<file path="src/rtl/fetch_control_pkg.sv">
// Shared types and constants for the fetch front end.
package fetch_control_pkg;

   typedef enum logic [2:0] {
      FILL     = 3'd0,
      RUN      = 3'd1,
      DRAIN    = 3'd2,
      REDIRECT = 3'd3,
      HALT     = 3'd4
   } fetch_state_t;

   localparam logic [3:0]  OPC_HALT = 4'hF;
   localparam logic [23:0] NOP_WORD = 24'h00_0000;

   // True when the opcode field stops the fetch stream.
   function automatic logic is_halt_opc(input logic [3:0] opc);
      return (opc == OPC_HALT);
   endfunction

endpackage

</file>
<file path="src/rtl/fetch_control_pc_reg.sv">
// Program counter register: load has priority over increment, otherwise hold.
// Increment wraps modulo 2**W.
module fetch_control_pc_reg #(
   parameter int unsigned W = 32
) (
   input  logic         clk,
   input  logic         reset,
   input  logic         load_i,
   input  logic [W-1:0] load_val_i,
   input  logic         inc_i,
   output logic [W-1:0] pc_o
);

   logic [W-1:0] pc_q;

   // PC update: reset, redirect/rewind load, sequential increment or hold.
   always_ff @(posedge clk) begin
      if (reset) begin
         pc_q <= '0;
      end else if (load_i) begin
         pc_q <= load_val_i;
      end else if (inc_i) begin
         pc_q <= pc_q + W'(1);
      end else begin
         pc_q <= pc_q;
      end
   end

   assign pc_o = pc_q;

endmodule

</file>
<file path="src/rtl/fetch_control.sv">
// Fetch controller: owns the PC, drives a 1-cycle synchronous instruction ROM,
// squashes wrong-path words after a decoded branch and follows write-back redirects.
module fetch_control
   import fetch_control_pkg::*;
#(
   parameter int unsigned instructionSize = 24,
   parameter int unsigned pcSize          = 32,
   parameter int unsigned memDepth        = 256,
   parameter int unsigned flushCycles     = 3
) (
   input  logic                        clk,
   input  logic                        reset,
   input  logic                        stall,
   input  logic                        branchDec,
   input  logic                        pcWrEn,
   input  logic [pcSize-1:0]           newPc,
   input  logic [instructionSize-1:0]  imemData,
   output logic [$clog2(memDepth)-1:0] imemAddr,
   output logic [instructionSize-1:0]  instruction,
   output logic                        instrValid,
   output logic [pcSize-1:0]           pcOut,
   output logic                        halted
);

   localparam int unsigned AW = $clog2(memDepth);
   localparam int unsigned CW = $clog2(flushCycles + 1);

   fetch_state_t                 state_q;
   logic [pcSize-1:0]            fetch_pc_q;
   logic [instructionSize-1:0]   instr_q;
   logic                         valid_q;
   logic [pcSize-1:0]            pc_out_q;
   logic                         halted_q;
   logic [CW-1:0]                cnt_q;
   // The ROM has no read enable, so while stalled it moves on to the next
   // address; the word that was on imemData when the stall began is kept here.
   logic [instructionSize-1:0]   hold_q;
   logic                         hold_vld_q;

   logic [pcSize-1:0]            pc_s;
   logic                         pc_load_s;
   logic [pcSize-1:0]            pc_load_val_s;
   logic                         pc_inc_s;
   logic                         redirect_s;
   logic [instructionSize-1:0]   data_sel_s;

   assign redirect_s = pcWrEn && (state_q != HALT);
   assign data_sel_s = hold_vld_q ? hold_q : imemData;

   // PC control mirrors the FSM priorities: redirect > branch rewind > stall > advance.
   always_comb begin
      pc_load_s     = 1'b0;
      pc_load_val_s = pc_s;
      pc_inc_s      = 1'b0;
      if (redirect_s) begin
         pc_load_s     = 1'b1;
         pc_load_val_s = newPc;
      end else begin
         case (state_q)
            FILL, REDIRECT: pc_inc_s = !stall;
            RUN: begin
               if (branchDec) begin
                  pc_load_s     = 1'b1;
                  pc_load_val_s = fetch_pc_q;
               end else begin
                  pc_inc_s = !stall;
               end
            end
            default: begin
               pc_inc_s = 1'b0;
            end
         endcase
      end
   end

   fetch_control_pc_reg #(.W(pcSize)) u_pc_reg (
      .clk        (clk),
      .reset      (reset),
      .load_i     (pc_load_s),
      .load_val_i (pc_load_val_s),
      .inc_i      (pc_inc_s),
      .pc_o       (pc_s)
   );

   // Fetch FSM with registered pipe outputs, squash and drain counting.
   always_ff @(posedge clk) begin
      if (reset) begin
         state_q    <= FILL;
         fetch_pc_q <= '0;
         instr_q    <= instructionSize'(NOP_WORD);
         valid_q    <= 1'b0;
         pc_out_q   <= '0;
         halted_q   <= 1'b0;
         cnt_q      <= '0;
         hold_q     <= '0;
         hold_vld_q <= 1'b0;
      end else if (redirect_s) begin
         instr_q    <= instructionSize'(NOP_WORD);
         valid_q    <= 1'b0;
         cnt_q      <= '0;
         hold_vld_q <= 1'b0;
         state_q    <= (state_q == DRAIN) ? REDIRECT : FILL;
      end else begin
         case (state_q)
            FILL, REDIRECT: begin
               instr_q <= instructionSize'(NOP_WORD);
               valid_q <= 1'b0;
               if (!stall) begin
                  fetch_pc_q <= pc_s;
                  state_q    <= RUN;
               end
            end
            RUN: begin
               if (branchDec) begin
                  instr_q    <= instructionSize'(NOP_WORD);
                  valid_q    <= 1'b0;
                  cnt_q      <= CW'(flushCycles - 1);
                  hold_vld_q <= 1'b0;
                  state_q    <= DRAIN;
               end else if (stall) begin
                  if (!hold_vld_q) begin
                     hold_q     <= imemData;
                     hold_vld_q <= 1'b1;
                  end
               end else begin
                  instr_q    <= data_sel_s;
                  valid_q    <= 1'b1;
                  pc_out_q   <= fetch_pc_q;
                  fetch_pc_q <= pc_s;
                  hold_vld_q <= 1'b0;
                  if (is_halt_opc(data_sel_s[instructionSize-1 -: 4])) begin
                     halted_q <= 1'b1;
                     state_q  <= HALT;
                  end
               end
            end
            DRAIN: begin
               instr_q <= instructionSize'(NOP_WORD);
               valid_q <= 1'b0;
               if (cnt_q == CW'(0)) begin
                  state_q <= FILL;
               end else begin
                  cnt_q <= cnt_q - CW'(1);
               end
            end
            HALT: begin
               instr_q  <= instructionSize'(NOP_WORD);
               valid_q  <= 1'b0;
               halted_q <= 1'b1;
            end
            default: begin
               instr_q <= instructionSize'(NOP_WORD);
               valid_q <= 1'b0;
               state_q <= FILL;
            end
         endcase
      end
   end

   assign imemAddr    = pc_s[AW-1:0];
   assign instruction = instr_q;
   assign instrValid  = valid_q;
   assign pcOut       = pc_out_q;
   assign halted      = halted_q;

endmodule

</file>
<file path="config.mk">
export PLATFORM = sky130hd
export DESIGN_NAME = fetch_control
export DESIGN_NICKNAME = d
export VERILOG_FILES = /design/src/rtl/fetch_control_pkg.sv /design/src/rtl/fetch_control_pc_reg.sv /design/src/rtl/fetch_control.sv
export SDC_FILE = /design/constraint.sdc
export NUM_CORES = 1
export LEC_CHECK = 0
export CORE_UTILIZATION = 32
export DETAILED_ROUTE_END_ITERATION = 7
export DONT_BUFFER_PORTS = 1
export PLACE_DENSITY = 0.56
export SYNTH_ARGS = -nofsm -noshare
export SYNTH_HDL_FRONTEND = slang
export SYNTH_SLANG_ARGS = --single-unit
</file>
<file path="constraint.sdc">
create_clock -name clk -period 4.85 [get_ports clk]
set_input_delay 0.97 -clock clk [delete_from_list [all_inputs] [get_ports clk]]
set_output_delay 0.97 -clock clk [all_outputs]
set_load 0.01 [all_outputs]
</file>
==> impl_metrics.tcl, run 1 <==
set metrics [dict create \
    status "completed" \
    cap_violations 0 \
    antenna_left 0 \
    drcViolationCount 0 \
    synthCells 866 \
    instances_no_fill 1110 \
    cts_resized 0 \
    holdCritStartpoint "fetch_pc_q[26]" \
    cp_max_fo 30 \
    yosysSeqAreaShare_pct 43.8 \
    grt_overflow_total 0 \
    final-max-slew-violation-count 0 \
    rows 53 \
    dr_wl_met2_microns 9010 \
    end_kind "flip-flop" \
    antenna_found_initial 0 \
    finalSetupViolCount 0 \
    cts_sinks 152 \
    dpl.hpwl_microns 12700 \
    cts-root-buf "clkbuf_16" \
    ios 127 \
    crit_arrival_ns 2.99 \
    rsz0062_at_grt "no" \
    postLayoutSetupSlackWorst_ns 2.22 \
    p_comb_share_pct 6.2 \
    place_ws_ns 1.93 \
    cts_made_buffers 17 \
    fin_crit_ns 2.63 \
    hold_path_depth 2 \
    synth_nets 929 \
    reg2reg_from "state_q[0]" \
    viasPerCell 5.35 \
    wl_met3_microns 1260 \
    track_usage_pct 17.4 \
    dp.cells 1078 \
    drt-met1-wl_microns 8790 \
    holdPathEnd "pcOut[26]" \
    leakagePower_uw 0.00242 \
    start_kind "flip-flop" \
    synth_seq_cells 152 \
    worst_pin_slew_ns 1.20 \
    post_cts_buffers 0 \
    first_pass_iters 4 \
    core_sq_um 21200 \
    p_seq_share_pct 47.2 \
    vias 5936 \
    io_buffers 0 \
    grt_pass1_wl_microns 30200 \
    r2r_slack_ns 2.22 \
    synth_edf_count 0 \
    syn_area_sq_um 6940 \
    clk_path_buf_depth 2 \
    synth_warnings 0 \
    drive_above_1_share_pct 6.71 \
    clkPwrFrac_pct 46.6 \
    synth.distinct_cells 60 \
    die_y_microns 149 \
    hold_path.class "reg -> reg" \
    p_sw_share_pct 25.0 \
    syn_area_per_cell_sq_um 8.02 \
    initial_utilization_pct 32.8 \
    worstSetupPathType "reg -> reg" \
    fin_util_pct 36.0 \
    hold_buffers 0 \
    finalWeightedCongestion 0.773 \
    cts_tree "done" \
    cp_data_required_time_ns 5.20 \
    maxSlewHeadroom_pct 20.3 \
    top_layer "met4" \
    diodes 0 \
    fmax_mhz 380 \
    nets 885 \
    die_area_sq_um 22300 \
    areaGrowthSynthToFinish_pct 9.59 \
    final_cell_mix "dfxtp_1 (152), nand2_1 (149), a21oi_1 (124)" \
    internal_power_uw 2120 \
    cts_htree_levels 4 \
    synth-main-ff-cell "dfxtp_1" \
    die_w_microns 149 \
    setup_tns_ns 0 \
    grt_pass1_vias 5528 \
    first_iter_violations 303 \
    routed_wirelength_microns 19200 \
    wl_per_cell_microns 17.3 \
    power.switching_uw 705 \
    power.density_nw_per_um2 371 \
    path_clk_slew_ns 0.07 \
    hold_viol 0 \
    r2r_cells 6 \
    r2r_end "fetch_pc_q[17]" \
    finalCritPeriodShare_pct 54.3 \
    vdd_drop_max_mv 0.221 \
    final_common_cell "dfxtp_1" \
    async_reset_ff_share_pct 0 \
    fin_worst_skew_ns 0.00861 \
    clk_latency_ns 0.42 \
    grt_start_max_net_pins 123 \
    n_fill_cell 2182 \
]
-- worst max-delay path, stage by stage, from the launching register on --
cell and delay [ns]:
dfxtp_1 0.60, nor2b_2 0.14, nor3_1 0.35, and3_1 1.03, buf_4 0.26, nand2_1 0.06, a21oi_1 0.13
-- per-stage QoR --
step / area [sq um] / hold slack (ns) / total power, uW
final: 7610 / 0.469 / 2820
after CTS: 7610 / 0.470 / 2860
after detailed placement: 7030 / 0.459 / 1530
after global placement: 7030 / 0.452 / 1530
after floorplan: 6940 / 0.436 / 1510
after global routing: 7610 / 0.486 / 2940
-- layout make-up --
class                   instances  area, sq um  area share [%]
multi-input cells             618         3480            45.7
flip-flops and latches        152         3040            40.0
clock buffers                  19          433            5.69
well taps                     275          344            4.52
clock inverters                13          145            1.91
repair buffers                 11         82.6            1.09
inverters                      22         82.6            1.09
-- routing by layer --
| layer | global-route usage (%) | vias to the layer above |
|---|---|---|
| met2 | 27.9 | 116 |
| li1 | - | 2956 |
| met3 | 5.47 | 15 |
| met5 | 0 | - |
| met1 | 22.5 | 2849 |
| met4 | 4.90 | 0 |
-- cell families after synthesis --
family / Yosys count / share of synthesized area (%)
DFF: 152 / 43.8
adders and majority gates: 2 / 0.360
AOI/OAI and AO/OA: 216 / 19.1
and+or+nand+nor: 349 / 23.2
xor gates and xnor gates: 4 / 0.505
muxes: 47 / 6.77
buffers and inverters: 96 / 6.29
-- synthesized netlist by cell type, drive strengths merged, types with 5 or more instances --
| cell | number | area share (%) |
|---|---|---|
| a21oi | 124 | 8.9 |
| o32ai | 15 | 2.0 |
| nand4 | 12 | 1.5 |
| or3 | 9 | 0.81 |
| a222oi | 5 | 0.72 |
| nand2 | 149 | 8.1 |
| nor2 | 102 | 5.5 |
| a31oi | 14 | 1.3 |
| nand3 | 21 | 1.5 |
| o21ai | 13 | 0.94 |
| clkbuf | 45 | 2.4 |
| inv | 21 | 1.1 |
| buf | 29 | 2.7 |
| a211oi | 6 | 0.65 |
| a22o | 11 | 1.4 |
| mux2i | 47 | 6.8 |
| dfxtp | 152 | 44 |
| nor3 | 22 | 1.6 |
| nor4 | 8 | 1.1 |
-- power groups by stage --
stage	clock network, uW	registers [uW]	logic (uW)
detailed placement	0	1360	175
global route	1410	1340	196
global placement	0	1360	172
floorplan	0	1340	179
finish	1310	1330	175
CTS	1350	1330	176
-- worst max-delay path by stage --
stage                   endpoint  slack [ns]  depth (start not counted)        from
2_1_floorplan          pcOut[10]        2.50                          6      pcWrEn
3_3_place_gp   u_pc_reg.pc_o[14]        1.96                          5      pcWrEn
3_5_place_dp      fetch_pc_q[17]        1.93                          5       stall
4_1_cts           fetch_pc_q[17]        2.21                          6  state_q[0]
5_1_grt           fetch_pc_q[15]        1.98                          6  state_q[0]
6_report          fetch_pc_q[17]        2.22                          6  state_q[0]
-- registers in the layout (all words and copies together), names as in the netlist --
register       flops
cnt_q              2
fetch_pc_q        32
halted             1
hold_q            24
hold_vld_q         1
instrValid         1
instruction       24
pcOut             32
state_q            3
u_pc_reg.pc_o     32
Note: power is estimated with default switching activity, not from simulation.
==> run 2, diff against run 1 <==
--- a/config.mk
+++ b/config.mk
@@ -8,7 +8,7 @@
 export CORE_UTILIZATION = 32
 export DETAILED_ROUTE_END_ITERATION = 7
 export DONT_BUFFER_PORTS = 1
-export PLACE_DENSITY = 0.56
+export PLACE_DENSITY = 0.57
 export SYNTH_ARGS = -nofsm -noshare
 export SYNTH_HDL_FRONTEND = slang
 export SYNTH_SLANG_ARGS = --single-unit
==> constraint.sdc (replaced) <==
create_clock -name clk -period 2.2 [get_ports clk]
set_input_delay 0.44 -clock clk [delete_from_list [all_inputs] [get_ports clk]]
set_output_delay 0.44 -clock clk [all_outputs]
set_load 0.01 [all_outputs]
==> run 2 against run 1 <==
Net effect: setup slack lost 2.1 ns; die area stayed put; core utilization increased by 1.9 points; critical path depth unchanged; clock power rose by 150%; design area up 5.3%; first-iteration DRC count grew 53%; non-clock buffer count increased by 33; hold slack got worse by 0.38 ns; critical endpoint is now u_pc_reg.pc_o[7]; highest routed layer is now met5.
==> impl_metrics.tcl, run 2 (synthesized netlist as in run 1, its figures left out) <==
set metrics [dict create \
    cts_sinks 152 \
    hold_path.class "in -> reg" \
    grt_pass1_vias 5766 \
    antenna_left 0 \
    clkPwrFrac_pct 49.1 \
    finalSetupViolCount 0 \
    cts_made_buffers 17 \
    areaGrowthSynthToFinish_pct 15.4 \
    power.density_nw_per_um2 830 \
    core_sq_um 21200 \
    p_sw_share_pct 23.5 \
    finalCritPeriodShare_pct 93.9 \
    first_pass_iters 6 \
    die_area_sq_um 22300 \
    fin_worst_skew_ns 0.0102 \
    cp_max_fo 14 \
    final-max-slew-violation-count 0 \
    cts_htree_levels 4 \
    p_seq_share_pct 43.5 \
    r2r_slack_ns 0.13 \
    vias 6071 \
    initial_utilization_pct 32.8 \
    path_clk_slew_ns 0.06 \
    whs_ns 0.0936 \
    hold_viol 0 \
    final_common_cell "dfxtp_1" \
    n_fill_cell 2213 \
    clk_latency_ns 0.42 \
    drive_above_1_share_pct 10.4 \
    grt_start_max_net_pins 123 \
    fin_crit_ns 2.07 \
    post_cts_buffers 0 \
    grt_overflow_total 0 \
    rows 53 \
    status "completed" \
    end_kind "flip-flop" \
    cap_violations 0 \
    wl_per_cell_microns 17.1 \
    power.switching_uw 1570 \
    holdPathEnd "halted" \
    setup_tns_ns 0 \
    worstSetupPathType "reg -> reg" \
    reg2reg_from "state_q[1]" \
    fin_util_pct 37.9 \
    leakagePower_uw 0.00264 \
    track_usage_pct 17.9 \
    viasPerCell 5.31 \
    r2r_cells 6 \
    antenna_found_initial 2 \
    cp_data_required_time_ns 2.52 \
    maxSlewHeadroom_pct 62.0 \
    final_cell_mix "dfxtp_1 (152), nand2_1 (149), a21oi_1 (124)" \
    io_buffers 0 \
    worst_pin_slew_ns 0.566 \
    internal_power_uw 5090 \
    grt_pass1_wl_microns 31000 \
    rsz0062_at_grt "yes" \
    fmax_mhz 484 \
    die_w_microns 149 \
    ios 127 \
    start_kind "flip-flop" \
    holdCritStartpoint "reset" \
    cts-root-buf "clkbuf_16" \
    p_comb_share_pct 7.4 \
    drcViolationCount 0 \
    die_y_microns 149 \
    routed_wirelength_microns 19600 \
    finalWeightedCongestion 0.839 \
    hold_path_depth 1 \
    first_iter_violations 463 \
    dpl.hpwl_microns 13300 \
    vdd_drop_max_mv 0.456 \
    cts_tree "done" \
    nets 918 \
    r2r_end "u_pc_reg.pc_o[7]" \
    clk_path_buf_depth 2 \
    crit_arrival_ns 2.39 \
]
-- run 2: through the flow --
| step | std cells | setup slack, ns | area [sq um] | total power [uW] |
|---|---|---|---|---|
| 2_1_floorplan | 866 | 0.316 | 6940 | 3340 |
| 3_3_place_gp | 1111 | 0.221 | 7350 | 3450 |
| 3_5_place_dp | 1111 | 0.154 | 7350 | 3450 |
| 4_1_cts | 1143 | 0.123 | 8010 | 6740 |
| 5_1_grt | 1144 | -0.0865 | 8020 | 6930 |
| 6_report | 1144 | 0.135 | 8020 | 6650 |
-- run 2: power groups by stage --
stage                     logic (uW)  clock network, uW  registers (uW)
after floorplan                  394                  0            2950
after global placement           487                  0            2960
after detailed placement         492                  0            2960
after CTS                        495               3340            2900
after global routing             548               3470            2910
final                            492               3270            2900
-- run 2: layout make-up --
class / count / area, sq um / area share (%)
diodes: 1 / 2.50 / 0.0312
inverters: 22 / 82.6 / 1.03
clock buffers: 19 / 443 / 5.53
repair buffers: 44 / 405 / 5.06
flip-flops and latches: 152 / 3040 / 38.0
well taps: 275 / 344 / 4.29
multi-input cells: 618 / 3480 / 43.4
clock inverters: 13 / 216 / 2.70
-- run 2: worst max-delay path by stage --
stage	start	endpoint	slack [ns]	cells after the start
final	state_q[1]	u_pc_reg.pc_o[7]	0.13	6
after global placement	state_q[1]	u_pc_reg.pc_o[6]	0.22	6
after global routing	state_q[1]	u_pc_reg.pc_o[7]	-0.09	6
after floorplan	u_pc_reg.pc_o[0]	u_pc_reg.pc_o[14]	0.32	6
after detailed placement	state_q[1]	u_pc_reg.pc_o[6]	0.15	6
after CTS	state_q[1]	u_pc_reg.pc_o[7]	0.12	6
-- run 2: what timing repair did --
| item | CTS | global route |
|---|---|---|
| resized for setup | 0 | 0 |
| hold buffers | 0 | 0 |
| endpoints found under the setup margin | 0 | 11 |
-- run 2: critical path: stages, from the launching register on --
cell,delay [ns]
dfxtp_1,0.55
nor2b_2,0.31
nor3_1,0.11
nor3_2,0.45
buf_4,0.29
nor2_1,0.06
o32ai_1,0.20
-- run 2: per-layer routing --
| metal | wire length, microns | track usage (%) |
|---|---|---|
| met1 | 8790 | 22.7 |
| met2 | 9070 | 27.6 |
| met3 | 1460 | 6.02 |
| met4 | 235 | 7.04 |
| met5 | 3 | 0 |
==> edit (flow settings as in run 2) <==
Set the parameter `pcSize` to 64 (it was 32).
--- a/src/rtl/fetch_control.sv
+++ b/src/rtl/fetch_control.sv
@@ -4,7 +4,7 @@
    import fetch_control_pkg::*;
 #(
    parameter int unsigned instructionSize = 24,
-   parameter int unsigned pcSize          = 32,
+   parameter int unsigned pcSize          = 64,
    parameter int unsigned memDepth        = 256,
    parameter int unsigned flushCycles     = 3
 ) (
Ports: changed (resized newPc and pcOut); port bits go from 127 to 191. The function was not compared with the original's and may differ.
==> edit against run 2 <==
- largest cell class unchanged
- cell area grew 66%
- clock skew up 0.010 ns
- total power grew 64%
- routed wire length is 92% higher
- sequential cell count is 96 higher
- core utilization is 0.60 points higher
- via count grew 79%
- setup slack got worse by 0.11 ns
- area after synthesis up 63%
- cell count increased by 70%
- maximum frequency down 5.3%
==> edit: results (changes against run 2) <==
* Vias per cell at 5.58 (was 5.31)
* Status: finished clean (unchanged)
* Leak at 4.29 nW (was 2.64 nW)
* # fillers at 3539 (was 2213)
* Crit-path max cell delay at 0.40 ns (was 0.55 ns)
* First-pass GRT wire length at 58.5 mm (was 31.0 mm)
* Number of cells after detailed placement at 1886 (was 1111)
* CP max-delay cell: nor3_2 (was dfxtp_1)
* H-tree Lvls at 1 (was 4)
* Iteration count of the initial detailed-routing pass at 6 (unchanged)
* Final Skew at 0.0204 ns (was 0.0102 ns)
* Flop-to-flop setup slack at 0.02 ns (was 0.13 ns)
* Vias in the first global route at 10200 (was 5766)
* Slew @ Worst Pin at 0.898 ns (was 0.566 ns)
* Longest Clk Path Bufs at 3 (was 2)
* Synth top area cells: dfxtp_1, nand2_1, a21oi_1 (was dfxtp_1, a21oi_1, nand2_1)
* Hold path endpoint: hold_q[12] (was halted)
* Crit-path max FO at 7 (was 14)
* Synth cell types at 65 (was 60)
* Hold Path Depth at 2 (was 1)
* Worst VDD drop at 0.590 mV (was 0.456 mV)
* Antenna violations before repair at 3 (was 2)
* Seq/Total Area, Yosys at 0.440 (was 0.438)
* R2R depth at 8 (was 6)
* Crit path arrival time at 2.63 ns (was 2.39 ns)
* Synth top cells by count: nand2_1, dfxtp_1, a21oi_1, nor2_1, clkbuf_1 (was dfxtp_1, nand2_1, a21oi_1, nor2_1, mux2i_1)
* Layout cells sized above 1 at 0.127 (was 0.104)
* TritonCTS Buffers at 29 (was 17)
* RR Endpoint: u_pc_reg.pc_o[36] (was u_pc_reg.pc_o[7])
* Syn_nets at 1550 (was 929)
* Hpwl dp at 25.5 mm (was 13.3 mm)
* Clk Latency, worst-skew pair at 0.55 ns (was 0.42 ns)
* Worst reg2reg startpoint: u_pc_reg.pc_o[1] (was state_q[1])
* Drt wl/cell at 19.3 µm (was 17.1 µm)
* Hold_ws at 0.0373 ns (was 0.0936 ns)
* All-Layer GR Usage at 0.202 (was 0.179)
* Sw power at 0.00279 W (was 0.00157 W)
* Iter 0 DRT Violations at 897 (was 463)
* Cells after Synth at 1455 (was 866)
* Hold wc startpoint: imemData[12] (was reset)
* FFs w/ async S/R, synth at 0 (unchanged)
* DRT Wirelength at 37.5 mm (was 19.6 mm)
* Largest net degree at the start of global routing at 192 (was 123)
## edit: cell count changes after synthesis, sizes merged, moves of 12 or more
cell / run 2 / this run
o21ai: 13 / 32
a222oi: 5 / 29
clkbuf: 45 / 89
dfxtp: 152 / 248
nor3: 22 / 35
nand4: 12 / 30
a21oi: 124 / 209
mux2i: 47 / 35
o22ai: 4 / 19
nand2: 149 / 352
a22oi: 4 / 25
## edit: worst max path at each step
stage                       from                 to  slack [ns]  depth (start not counted)
2_1_floorplan   u_pc_reg.pc_o[0]  u_pc_reg.pc_o[60]        0.16                          7
3_3_place_gp    u_pc_reg.pc_o[2]  u_pc_reg.pc_o[59]        0.10                          6
3_5_place_dp   u_pc_reg.pc_o[21]  u_pc_reg.pc_o[63]        0.06                          6
4_1_cts        u_pc_reg.pc_o[21]  u_pc_reg.pc_o[63]        0.02                          6
5_1_grt         u_pc_reg.pc_o[0]  u_pc_reg.pc_o[24]       -0.10                          9
6_report        u_pc_reg.pc_o[1]  u_pc_reg.pc_o[36]        0.02                          8
## edit: metal layers
metal,GRT usage,part of all wire
met3,0.0533,0.087
met4,0.0552,0.022
met2,0.339,0.47
met1,0.255,0.42
met5,0,0.0010
## edit: power groups by stage
stage	clock (W)	sequential [W]	combinational [W]
floorplan	0	0.00490	0.000780
global placement	0	0.00492	0.00109
detailed placement	0	0.00493	0.00110
CTS	0.00504	0.00483	0.00112
global route	0.00524	0.00486	0.00124
finish	0.00492	0.00484	0.00113
## edit: per-stage QoR
| stage | area [µm²] | util | setup WS, ns | TNS (ns) |
|---|---|---|---|---|
| global placement | 12200 | 0.354 | 0.104 | 0 |
| CTS | 13300 | 0.383 | 0.0214 | 0 |
| detailed placement | 12200 | 0.354 | 0.0607 | 0 |
| finish | 13300 | 0.385 | 0.0198 | 0 |
| floorplan | 11300 | - | 0.159 | 0 |
| global route | 13300 | 0.385 | -0.102 | -0.504 |
## edit: cells by family after synthesis
kind of cell,share of synthesized area
AND/OR/NAND/NOR,0.252
XOR/XNOR,0.00388
flip-flops,0.440
buffers and inverters,0.0509
adder cells (fa/ha/maj),0.00222
AO/OA/AOI/OAI,0.220
multiplexers,0.0310
## edit: final cells by class
class,instances,area [µm²],area share
clock buffers,39,823,0.0618
flip-flops and latches,248,4970,0.373
well taps,455,569,0.0427
diodes,1,2.50,0.000188
repair buffers,104,913,0.0685
multi-input cells,1070,5840,0.438
inverters,14,52.6,0.00394
clock inverters,13,161,0.0121
## edit: timing repair
item,4_1_cts,5_1_grt
hold buffers,3,0
setup endpoints to repair,0,22
setup buffers,0,2
gates resized for setup,0,12
hold endpoints to repair,22,0
